## config.mk

```make
export PLATFORM = sky130hd
export DESIGN_NAME = card_display_bank
export DESIGN_NICKNAME = d
export VERILOG_FILES = /design/src/rtl/card_display_bank.sv
export SDC_FILE = /design/constraint.sdc
export NUM_CORES = 1
export LEC_CHECK = 0
export BUFFER_PORTS_ARGS = -buffer_cell sky130_fd_sc_hd__buf_2
export CORE_MARGIN = 8
export CORE_UTILIZATION = 37
export DETAILED_ROUTE_END_ITERATION = 7
export PLACE_DENSITY = 0.5
export SLEW_MARGIN = 15
export SYNTH_ARGS = -nofsm -noshare
export SYNTH_HDL_FRONTEND = slang
export SYNTH_SLANG_ARGS = --single-unit
export TNS_END_PERCENT = 10
```

## constraint.sdc

```tcl
create_clock -name clk -period 3.89 [get_ports clk]
set_clock_uncertainty 0.05 [all_clocks]
set_input_delay 0.778 -clock clk [delete_from_list [all_inputs] [get_ports clk]]
set_output_delay 0.778 -clock clk [all_outputs]
set_load 0.03 [all_outputs]
```

## src/rtl/card_display_bank.sv

```systemverilog
// card_display_bank: a bank of NUM_CH card-code registers. Each register
// drives one active-low 7-segment digit (gfedcba). A newly loaded valid card
// blinks BLINK_COUNT off/on pairs of BLINK_PERIOD cycles per half-phase,
// then its digit stays lit.
// Optional build macro SEG_SCAN_EN adds a time-multiplexed digit bus
// (scan_seg/scan_sel). Each digit is selected for SCAN_DIV cycles.
module card_display_bank #(
  parameter int NUM_CH       = 6,
  parameter int BLINK_PERIOD = 12500000,
  parameter int BLINK_COUNT  = 3,
  parameter int SCAN_DIV     = 50000
) (
  input  logic                  clk,
  input  logic                  reset,
  input  logic                  clear,
  input  logic [NUM_CH-1:0]     load,
  input  logic [4*NUM_CH-1:0]   card_in,
  output logic [7*NUM_CH-1:0]   seg7_out,
  output logic [NUM_CH-1:0]     busy
`ifdef SEG_SCAN_EN
  ,
  output logic [6:0]            scan_seg,
  output logic [NUM_CH-1:0]     scan_sel
`endif
);

  localparam int PH_W = (BLINK_PERIOD > 1) ? $clog2(BLINK_PERIOD) : 1;
  localparam int PR_W = (BLINK_COUNT > 1) ? $clog2(BLINK_COUNT) : 1;
  localparam logic [PH_W-1:0] PH_LAST = PH_W'(BLINK_PERIOD - 1);
  localparam logic [PR_W-1:0] PR_LAST = PR_W'(BLINK_COUNT - 1);

  typedef enum logic [1:0] {IDLE, BLINK_OFF, BLINK_ON, STEADY} state_e;

  state_e          state_q [NUM_CH];
  logic [3:0]      code_q  [NUM_CH];
  logic [PH_W-1:0] phase_q [NUM_CH];
  logic [PR_W-1:0] pair_q  [NUM_CH];

  // Card code to active-low gfedcba pattern; codes outside 1..13 are blank.
  function automatic logic [6:0] dec7(input logic [3:0] c);
    case (c)
      4'd1:    dec7 = 7'b0001000;
      4'd2:    dec7 = 7'b0100100;
      4'd3:    dec7 = 7'b0110000;
      4'd4:    dec7 = 7'b0011001;
      4'd5:    dec7 = 7'b0010010;
      4'd6:    dec7 = 7'b0000010;
      4'd7:    dec7 = 7'b1111000;
      4'd8:    dec7 = 7'b0000000;
      4'd9:    dec7 = 7'b0010000;
      4'd10:   dec7 = 7'b1000000;
      4'd11:   dec7 = 7'b1100001;
      4'd12:   dec7 = 7'b0011000;
      4'd13:   dec7 = 7'b0001001;
      default: dec7 = 7'b1111111;
    endcase
  endfunction

  // Per-channel load/blink state machine with its phase and pair counters.
  always_ff @(posedge clk) begin
    for (int i = 0; i < NUM_CH; i++) begin
      if (reset || clear) begin
        state_q[i] <= IDLE;
        code_q[i]  <= 4'd0;
        phase_q[i] <= '0;
        pair_q[i]  <= '0;
      end else if (load[i]) begin
        code_q[i]  <= card_in[4*i +: 4];
        phase_q[i] <= '0;
        pair_q[i]  <= '0;
        if (card_in[4*i +: 4] != 4'd0 && card_in[4*i +: 4] <= 4'd13)
          state_q[i] <= (BLINK_COUNT > 0) ? BLINK_OFF : STEADY;
        else
          state_q[i] <= IDLE;
      end else begin
        case (state_q[i])
          BLINK_OFF: begin
            if (phase_q[i] == PH_LAST) begin
              phase_q[i] <= '0;
              state_q[i] <= BLINK_ON;
            end else begin
              phase_q[i] <= phase_q[i] + PH_W'(1);
            end
          end
          BLINK_ON: begin
            if (phase_q[i] == PH_LAST) begin
              phase_q[i] <= '0;
              if (pair_q[i] == PR_LAST) begin
                state_q[i] <= STEADY;
              end else begin
                pair_q[i]  <= pair_q[i] + PR_W'(1);
                state_q[i] <= BLINK_OFF;
              end
            end else begin
              phase_q[i] <= phase_q[i] + PH_W'(1);
            end
          end
          default: ;
        endcase
      end
    end
  end

  // Digits show the card only in BLINK_ON/STEADY; busy marks the blink phases.
  always_comb begin
    seg7_out = '1;
    busy     = '0;
    for (int i = 0; i < NUM_CH; i++) begin
      if (state_q[i] == BLINK_ON || state_q[i] == STEADY)
        seg7_out[7*i +: 7] = dec7(code_q[i]);
      busy[i] = (state_q[i] == BLINK_OFF) || (state_q[i] == BLINK_ON);
    end
  end

`ifdef SEG_SCAN_EN
  localparam int SD_W = (SCAN_DIV > 1) ? $clog2(SCAN_DIV) : 1;
  localparam int IX_W = (NUM_CH > 1) ? $clog2(NUM_CH) : 1;
  localparam logic [SD_W-1:0] SD_LAST = SD_W'(SCAN_DIV - 1);
  localparam logic [IX_W-1:0] IX_LAST = IX_W'(NUM_CH - 1);

  logic [SD_W-1:0] div_q;
  logic [IX_W-1:0] idx_q;

  // Scan divider and digit index; only reset touches them, never clear.
  always_ff @(posedge clk) begin
    if (reset) begin
      div_q <= '0;
      idx_q <= '0;
    end else if (div_q == SD_LAST) begin
      div_q <= '0;
      idx_q <= (idx_q == IX_LAST) ? '0 : idx_q + IX_W'(1);
    end else begin
      div_q <= div_q + SD_W'(1);
    end
  end

  // Route the selected channel's digit onto the shared bus.
  always_comb begin
    scan_seg = 7'b1111111;
    scan_sel = '0;
    for (int i = 0; i < NUM_CH; i++) begin
      if (idx_q == IX_W'(i)) begin
        scan_seg    = seg7_out[7*i +: 7];
        scan_sel[i] = 1'b1;
      end
    end
  end
`endif

endmodule
```

==> results of run 1 <==
area by class of cell:
class	count	area, µm²
inverter	70	263
fill	3307	19400
clock buffer	17	425
clock inverter	14	118
timing repair buffer	97	528
tap	448	561
sequential	192	5770
multi-input combinational	931	6090
path summary, 6_finish.rpt:
kind,from,to,slack (ns)
max,code_q[0][1],seg7_out[4],0.83
min,pair_q[5][0],pair_q[5][0],0.51
max reg2reg,phase_q[1][16],phase_q[1][14],1.11
min reg2reg,pair_q[5][0],pair_q[5][0],0.51
report_power, final:
part | switching, mW | total, mW | internal (mW)
sequential | 0.121 | 2.48 | 2.36
clock | 0.816 | 1.70 | 0.879
combinational | 0.252 | 0.418 | 0.166
flip-flops by register name, indices dropped and copies added (netlist names):
signal   count
state_q     12
phase_q    144
pair_q      12
code_q      24
placed cells by master (no fill, tap or decap), types with 7 or more instances in the layout:
master	n
and4_1	20
or2_2	7
nand4_1	36
nand2_1	110
xnor2_1	36
buf_4	17
or4_1	47
nand3_1	65
o21ai_1	12
nor3_1	46
a211oi_1	20
o31ai_1	36
and3_1	42
ha_1	66
inv_1	70
or3_1	36
o311ai_0	7
clkbuf_16	17
buf_2	80
a21oi_1	56
xor2_1	31
nor2_1	95
mux2i_1	16
nor4_1	27
edfxtp_1	192
o21ai_0	53
nand2b_1	8
kinds of logic after synthesis:
kind of cell	Yosys count	share of synthesized area
buffers and inverters	125	0.0388
muxes	28	0.0294
DFF	192	0.468
adders and majority gates	66	0.0670
AOI/OAI and AO/OA	206	0.102
and+or+nand+nor	564	0.247
xor gates and xnor gates	67	0.0476
metal layers:
layer  vias up  routed length (µm)  GRT usage
li1       4841                   -          -
met1      4551               13900      0.192
met2       127               11900      0.222
met3        20                 997     0.0254
met4         0                 298     0.0395
met5         -                   0          0
==> run_results.csv, run 1 <==
group,metric,value,unit
run_status,run_status,"complete, no violations",
drt,drc,0,
floorplan,die_area,39400,µm²
floorplan,initial_core_util,0.371,
place,place_worst_setup_slack,0.985,ns
synth,synth_most_common_cell,"edfxtp_1",
global_routing,antenna_found_initial,0,
synth,ys_ff_latch,192,
synth,yosys-top-cells-count,"edfxtp_1, nand2_1, nor2_1",
drt,first_pass_iters,4,
clock_tree,ctsHoldBuffers,0,
worst_setup_path,crit_slowest_cell,"edfxtp_1",
worst_setup_path,cp_top_family,"flip-flops",
place,placedInstanceArea,13200,µm²
synth,synth_top_cell_area_share,0.468,
hold_path,hold_path.class,"flop to flop",
sta,timing.hold.ws,0.513,ns
final_layout,n_antenna_cell,0,
worst_setup_path,startpoint_type,"flop",
worst_setup_path,crit_required,3.06,ns
clock_tree,postCtsResizedCells,0,
place,place.detailed.hpwl,18800,µm
place,numPortBuffers,80,
sta,finalCritPeriodShare,0.788,
sta,grt_setup_unrepaired,"no",
drt,ant_nets,0,
final_layout,final_cells,1769,
final_layout,nNetsFinal,1408,
synth,syn_area_per_cell,9.87,µm²
worst_setup_path,max_stage_delay,0.51,ns
place,dp.cells,1738,
clock_tree,cts_buffer_depth,2,
final_layout,fin_util,0.414,
worst_setup_path,cp-end-kind,"output pin",
synth,synth_nets,1347,
worst_setup_path,worstSetupPathType,"flop to output pin",
worst_setup_path,arrival,2.24,ns
pwr,p_total,4.59,mW
drt,routed_via_density,5.39,
global_routing,grt_max_degree,25,
synth,synth-edff-count,192,
final_layout,fin_area,13800,µm²
worst_setup_path,cp_max_fo,8,
worst_setup_path,worst-path-buf-inv,2,
floorplan,core,33200,µm²
clock_tree,cts_buffers,17,
floorplan,num_rows,67,
pwr,p_leak,4.60,nW
sta,setup_viol,0,
synth,syn_inst,1248,
clock_tree,cts_tree,"done",
sta,hold_viol,0,
worst_setup_path,ff2ff_path_depth,4,
synth,synth_cell_types,51,
drt,routed_wl,27100,µm
global_routing,grt-ovfl-total,0,
synth,synth-main-ff-cell,"edfxtp_1",
hold_path,holdPathStages,1,
global_routing,grt_pass1_vias,9008,
final_layout,drive_gt1_frac,0.120,
sta,fmaxAchievable,326,MHz
synth,yosysWarnings,0,
clock_tree,clkTransAtPathRegs,0.07,ns
sta,finalSetupTns,0,ns
drt,wl_per_cell,15.3,µm
pwr,powerDensity,334,nW/µm²
place,gp_congestion,0.772,
worst_setup_path,crit_path_cell_trace,"inv_1 -> ha_1 -> mux4_2 -> nand2_1 -> buf_2",
clock_tree,cts-root-buf,"clkbuf_16",
clock_tree,h-tree-depth,4,
sta,worst_pin_slew,0.979,ns
final_layout,areaGrowthSynthToFinish,11.6,%
clock_tree,cts.sinks,192,
synth,synthTopCellsByArea,"edfxtp_1, ha_1, nand2_1",
clock_tree,clock_latency,0.44,ns
floorplan,pin_count,81,
flow_run,max_cap_violations,0,
floorplan,die_w,198,µm
sta,setup_slack,0.826,ns
clock_tree,cts_setup_buffers,0,
drt,vias,9539,
synth,ys_seq_area_frac,0.468,
floorplan,die_y,198,µm
sta,period_needed,3.06,ns
synth,yosys.area.top_type,"edfxtp_1",
drt,drtIter0Drc,470,
global_routing,grt_pass1_wl,45400,µm
sta,relSlewSlack,0.347,
synth,synth_area,12300,µm²
worst_setup_path,worst-path-stages,5,
synth,synthArstFlopShare,0,
global_routing,grt.total_usage,0.139,
sta,drv_slew,0,
pwr,peakVddDrop,286,µV
Power figures use the tool's default switching activity.
==> run 2: changes to the inputs <==
==> constraint.sdc (replaced) <==
create_clock -name clk -period 3.2 [get_ports clk]
set_clock_uncertainty 0.05 [all_clocks]
set_input_delay 0.64 -clock clk [delete_from_list [all_inputs] [get_ports clk]]
set_output_delay 0.64 -clock clk [all_outputs]
set_load 0.03 [all_outputs]
==> run 2 against run 1 <==
Routed wire length is 0.87% lower. Die area stayed put. Hold slack worse by 0.037 ns. Largest power group unchanged. Worst setup slack worse by 0.51 ns. Cell count is 0.23% higher. Clock-buffer cell count stayed put. Via count is 0.19% lower. Combinational power is 22% higher. Highest routed layer unchanged. First-iteration DRC count is 15% higher.
==> run_results.csv, run 2 (synthesis results as in run 1) <==
group,metric,value,unit
clock_tree,postCtsResizedCells,0,
sta,finalCritPeriodShare,0.900,
global_routing,grt_pass1_vias,9023,
clock_tree,cts_setup_buffers,0,
sta,setup_viol,0,
final_layout,areaGrowthSynthToFinish,11.9,%
pwr,powerDensity,404,nW/µm²
drt,drc,0,
global_routing,grt-ovfl-total,0,
floorplan,die_w,198,µm
sta,grt_setup_unrepaired,"no",
floorplan,core,33200,µm²
floorplan,die_area,39400,µm²
final_layout,layout_common_cells,"edfxtp_1, nand2_1, nor2_1",
sta,relSlewSlack,0.537,
drt,ant_nets,0,
global_routing,grt_max_degree,25,
worst_setup_path,arrival,2.19,ns
pwr,peakVddDrop,322,µV
clock_tree,cts_tree,"done",
drt,first_pass_iters,5,
drt,routed_via_density,5.37,
global_routing,grt_pass1_wl,45000,µm
clock_tree,cts_buffer_depth,2,
final_layout,n_antenna_cell,0,
flow_run,max_cap_violations,0,
drt,vias,9521,
pwr,p_leak,4.62,nW
final_layout,largest_reg_flops,144,
place,gp_congestion,0.766,
floorplan,die_y,198,µm
final_layout,final_common_cell,"edfxtp_1",
final_layout,top_register,"phase_q",
final_layout,nFillCells,3292,
drt,wl_per_cell,15.1,µm
sta,hold_viol,0,
run_status,run_status,"complete, no violations",
clock_tree,ctsHoldBuffers,0,
sta,period_needed,2.88,ns
clock_tree,h-tree-depth,4,
clock_tree,cts_buffers,17,
sta,drv_slew,0,
worst_setup_path,cp-end-kind,"output pin",
clock_tree,clkTransAtPathRegs,0.08,ns
sta,worst_pin_slew,0.693,ns
drt,routed_wl,26900,µm
floorplan,pin_count,81,
place,numPortBuffers,80,
worst_setup_path,crit_required,2.51,ns
hold_path,hold_path.class,"input port to flop",
worst_setup_path,startpoint_type,"flop",
final_layout,reg.largest.list,"phase_q: 144 flops, code_q: 24 flops",
drt,drtIter0Drc,539,
final_layout,nNetsFinal,1411,
sta,finalSetupTns,0,ns
floorplan,initial_core_util,0.371,
worst_setup_path,worstSetupPathType,"flop to output pin",
pwr,p_total,5.57,mW
clock_tree,cts-root-buf,"clkbuf_16",
place,place.detailed.hpwl,18900,µm
sta,fmaxAchievable,347,MHz
clock_tree,clock_latency,0.45,ns
global_routing,antenna_found_initial,0,
global_routing,grt.total_usage,0.138,
final_layout,drive_gt1_frac,0.122,
worst_setup_path,cp_max_fo,8,
floorplan,num_rows,67,
clock_tree,cts.sinks,192,
run 2: cell count changes in the layout (fill, tap and decap cells not counted), sizes merged:
| cell | change |
|---|---|
| buf | +3 |
| bufinv | -1 |
| clkinv | -2 |
| clkinvlp | -1 |
| inv | +5 |
run 2: report_power, final:
part           switching, mW  total (mW)  internal [mW]
combinational          0.307       0.509          0.203
clock                   1.03        2.05           1.02
sequential             0.147        3.01           2.87
total                   1.48        5.57           4.09
run 2: path summary, 6_finish.rpt:
kind,startpoint,endpoint,slack (ns),depth (start not counted)
min,card_in[0],code_q[0][0],0.48,2
min reg2reg,pair_q[1][0],pair_q[1][0],0.51,1
max,code_q[0][1],seg7_out[4],0.32,5
max reg2reg,phase_q[2][0],phase_q[2][22],0.73,5
run 2: critical path, cell delays in order (launching register included):
cell	delay (ns)
edfxtp_1	0.49
inv_1	0.18
ha_1	0.27
mux4_2	0.46
nand2_1	0.13
buf_2	0.22
run 2: final cells by class:
type                            instances  area (µm²)  area share
Clock buffer                           17         425      0.0309
Clock inverter                         15         125     0.00908
Inverter                               70         263      0.0191
Multi-Input combinational cell        931        6090       0.442
Sequential cell                       192        5770       0.418
Tap cell                              448         561      0.0407
Timing Repair Buffer                  100         551      0.0399
run 2: per-layer routing:
metal  global-route usage  vias to the layer above  wire length [µm]
li1                     -                     4860                 -
met1                0.189                     4525             13300
met2                0.224                      117             12400
met3               0.0259                       19               958
met4               0.0291                        0               240
met5                    0                        -                 0
run 2: through the flow:
step	cell area (µm²)	utilization	hold WS, ns	cells	worst slack [ns]
after floorplan	12300	-	0.487	1248	0.526
after global placement	13200	0.399	0.499	1741	0.541
after detailed placement	13200	0.399	0.505	1741	0.499
after CTS	13800	0.415	0.460	1773	0.240
after global routing	13800	0.415	0.464	1773	0.151
final	13800	0.415	0.476	1773	0.319
==> run 3: changes to the inputs <==
--- a/config.mk
+++ b/config.mk
@@ -5,7 +5,7 @@
 export SDC_FILE = /design/constraint.sdc
 export NUM_CORES = 1
 export LEC_CHECK = 0
-export BUFFER_PORTS_ARGS = -buffer_cell sky130_fd_sc_hd__buf_2
+export BUFFER_PORTS_ARGS = -buffer_cell sky130_fd_sc_hd__buf_4
 export CORE_MARGIN = 8
 export CORE_UTILIZATION = 37
 export DETAILED_ROUTE_END_ITERATION = 7
==> run 3 against run 2 <==
Clock-buffer cell count grew 1. Cell count is essentially flat. Die area is the same. Sequential cell count is the same. Worst setup slack lost 0.038 ns. Fmax shrank 1.3%. Largest power group unchanged. Via count shrank 0.57%. Sequential share of layout area shrank 0.65 points. Clock power grew 2%. Critical endpoint unchanged. First-iteration DRC count shrank 11%. Global-route usage is essentially flat.
==> run_results.csv, run 3 (synthesis results as in run 1) <==
group,metric,value,unit
run_status,run_status,"complete, no violations",
worst_setup_path,max_stage_delay,0.51,ns
worst_setup_path,cp_top_family,"flip-flops",
sta,timing.hold.ws,0.471,ns
worst_setup_path,timing.rr.start,"phase_q[5][9]",
drt,routed_via_density,5.34,
drt,ant_nets,0,
place,gp_congestion,0.759,
sta,setup_viol,0,
drt,routed_wl,27000,µm
floorplan,die_area,39400,µm²
pwr,powerDensity,404,nW/µm²
floorplan,num_rows,67,
clock_tree,postCtsResizedCells,0,
final_layout,reg.largest.list,"phase_q: 144 flops, code_q: 24 flops",
worst_setup_path,worst-path-buf-inv,2,
drt,wl_per_cell,15.2,µm
final_layout,fin_area,14000,µm²
worst_setup_path,crit_required,2.51,ns
clock_tree,h-tree-depth,4,
final_layout,drive_gt1_frac,0.121,
global_routing,grt.total_usage,0.138,
hold_path,hold_path.class,"input port to flop",
sta,fmaxAchievable,343,MHz
worst_setup_path,startpoint_type,"flop",
worst_setup_path,crit_path_cell_trace,"inv_1 -> ha_1 -> mux4_2 -> nand2_1 -> buf_4",
clock_tree,cts_setup_buffers,0,
global_routing,grt-ovfl-total,0,
clock_tree,clkTransAtPathRegs,0.08,ns
final_layout,areaGrowthSynthToFinish,13.6,%
sta,worst_pin_slew,1.13,ns
pwr,p_leak,4.74,nW
clock_tree,cts.sinks,192,
final_layout,top_register,"phase_q",
final_layout,register_area,5770,µm²
final_layout,nFillCells,3304,
pwr,peakVddDrop,299,µV
final_layout,final_common_cell,"edfxtp_1",
floorplan,die_y,198,µm
global_routing,grt_pass1_wl,45500,µm
clock_tree,cts_tree,"done",
sta,drv_slew,0,
floorplan,core,33200,µm²
final_layout,nNetsFinal,1412,
worst_setup_path,crit_slowest_cell,"edfxtp_1",
place,placedInstanceArea,13400,µm²
place,numPortBuffers,80,
flow_run,max_cap_violations,0,
worst_setup_path,cp-end-kind,"output pin",
clock_tree,clock_latency,0.44,ns
floorplan,initial_core_util,0.371,
sta,finalSetupTns,0,ns
worst_setup_path,worstSetupPathType,"flop to output pin",
hold_path,min-delay-start,"card_in[0]",
sta,relSlewSlack,0.243,
clock_tree,ctsHoldBuffers,0,
global_routing,antenna_found_initial,0,
final_layout,largest_reg_flops,144,
final_layout,multi_input_area,6090,µm²
drt,vias,9467,
drt,drtIter0Drc,478,
global_routing,grt_pass1_vias,9050,
drt,drc,0,
worst_setup_path,arrival,2.23,ns
clock_tree,cts_buffers,17,
sta,finalCritPeriodShare,0.912,
sta,grt_setup_unrepaired,"no",
place,place.detailed.hpwl,19100,µm
final_layout,n_antenna_cell,0,
floorplan,die_w,198,µm
sta,period_needed,2.92,ns
global_routing,grt_max_degree,28,
final_layout,layout_common_cells,"edfxtp_1, nand2_1, buf_4",
drt,first_pass_iters,5,
sta,hold_viol,0,
final_layout,fin_util,0.422,
worst_setup_path,cp_max_fo,8,
floorplan,pin_count,81,
clock_tree,cts_buffer_depth,2,
clock_tree,cts-root-buf,"clkbuf_16",
worst_setup_path,crit_start,"code_q[0][1]",
-- run 3: cell count changes in the layout (fill, tap and decap cells not counted) --
| cell | delta |
|---|---|
| clkinv_4 | -1 |
| inv_6 | -1 |
| buf_2 | -80 |
| bufinv_16 | +1 |
| clkinv_2 | +1 |
| inv_8 | -1 |
| buf_4 | +81 |
| clkbuf_1 | +1 |
-- run 3: where the power goes --
part | internal (mW) | switching [mW]
registers | 2.87 | 0.148
logic | 0.230 | 0.307
clock network | 1.09 | 1.01
-- run 3: final cells by class --
cell class	instances	share of cell area
clock buffers	18	0.0307
repair buffers	101	0.0542
clock inverters	14	0.00939
inverters	70	0.0188
multi-input cells	931	0.435
flip-flops and latches	192	0.412
well taps	448	0.0400
-- run 3: path summary, 6_finish.rpt --
| kind | slack (ns) | to | depth (start not counted) |
|---|---|---|---|
| worst min register to register | 0.51 | pair_q[5][0] | 1 |
| worst max register to register | 0.59 | phase_q[5][10] | 5 |
| worst min-delay path | 0.47 | code_q[0][0] | 2 |
| worst max-delay path | 0.28 | seg7_out[4] | 5 |
-- run 3: metrics by stage --
| stage | total power, mW | std cells | setup WS (ns) |
|---|---|---|---|
| final | 5.66 | 1774 | 0.280 |
| after global routing | 5.89 | 1774 | 0.163 |
| after CTS | 5.73 | 1774 | 0.221 |
| after detailed placement | 3.61 | 1742 | 0.493 |
| after global placement | 3.61 | 1742 | 0.519 |
| after floorplan | 3.40 | 1248 | 0.526 |
-- run 3: metal layers --
metal	vias up	wire [µm]	global-route usage
met4	0	220	0.0283
met3	17	981	0.0269
met5	-	0	0
met1	4506	13500	0.189
met2	105	12300	0.224
li1	4839	-	-
-- run 3: worst reg2reg max path, cell delays in order (launching register included) --
cell,delay (ns)
edfxtp_1,0.45
nor4_1,0.35
nand4_1,0.18
o31ai_2,0.98
buf_4,0.30
nor2_1,0.06
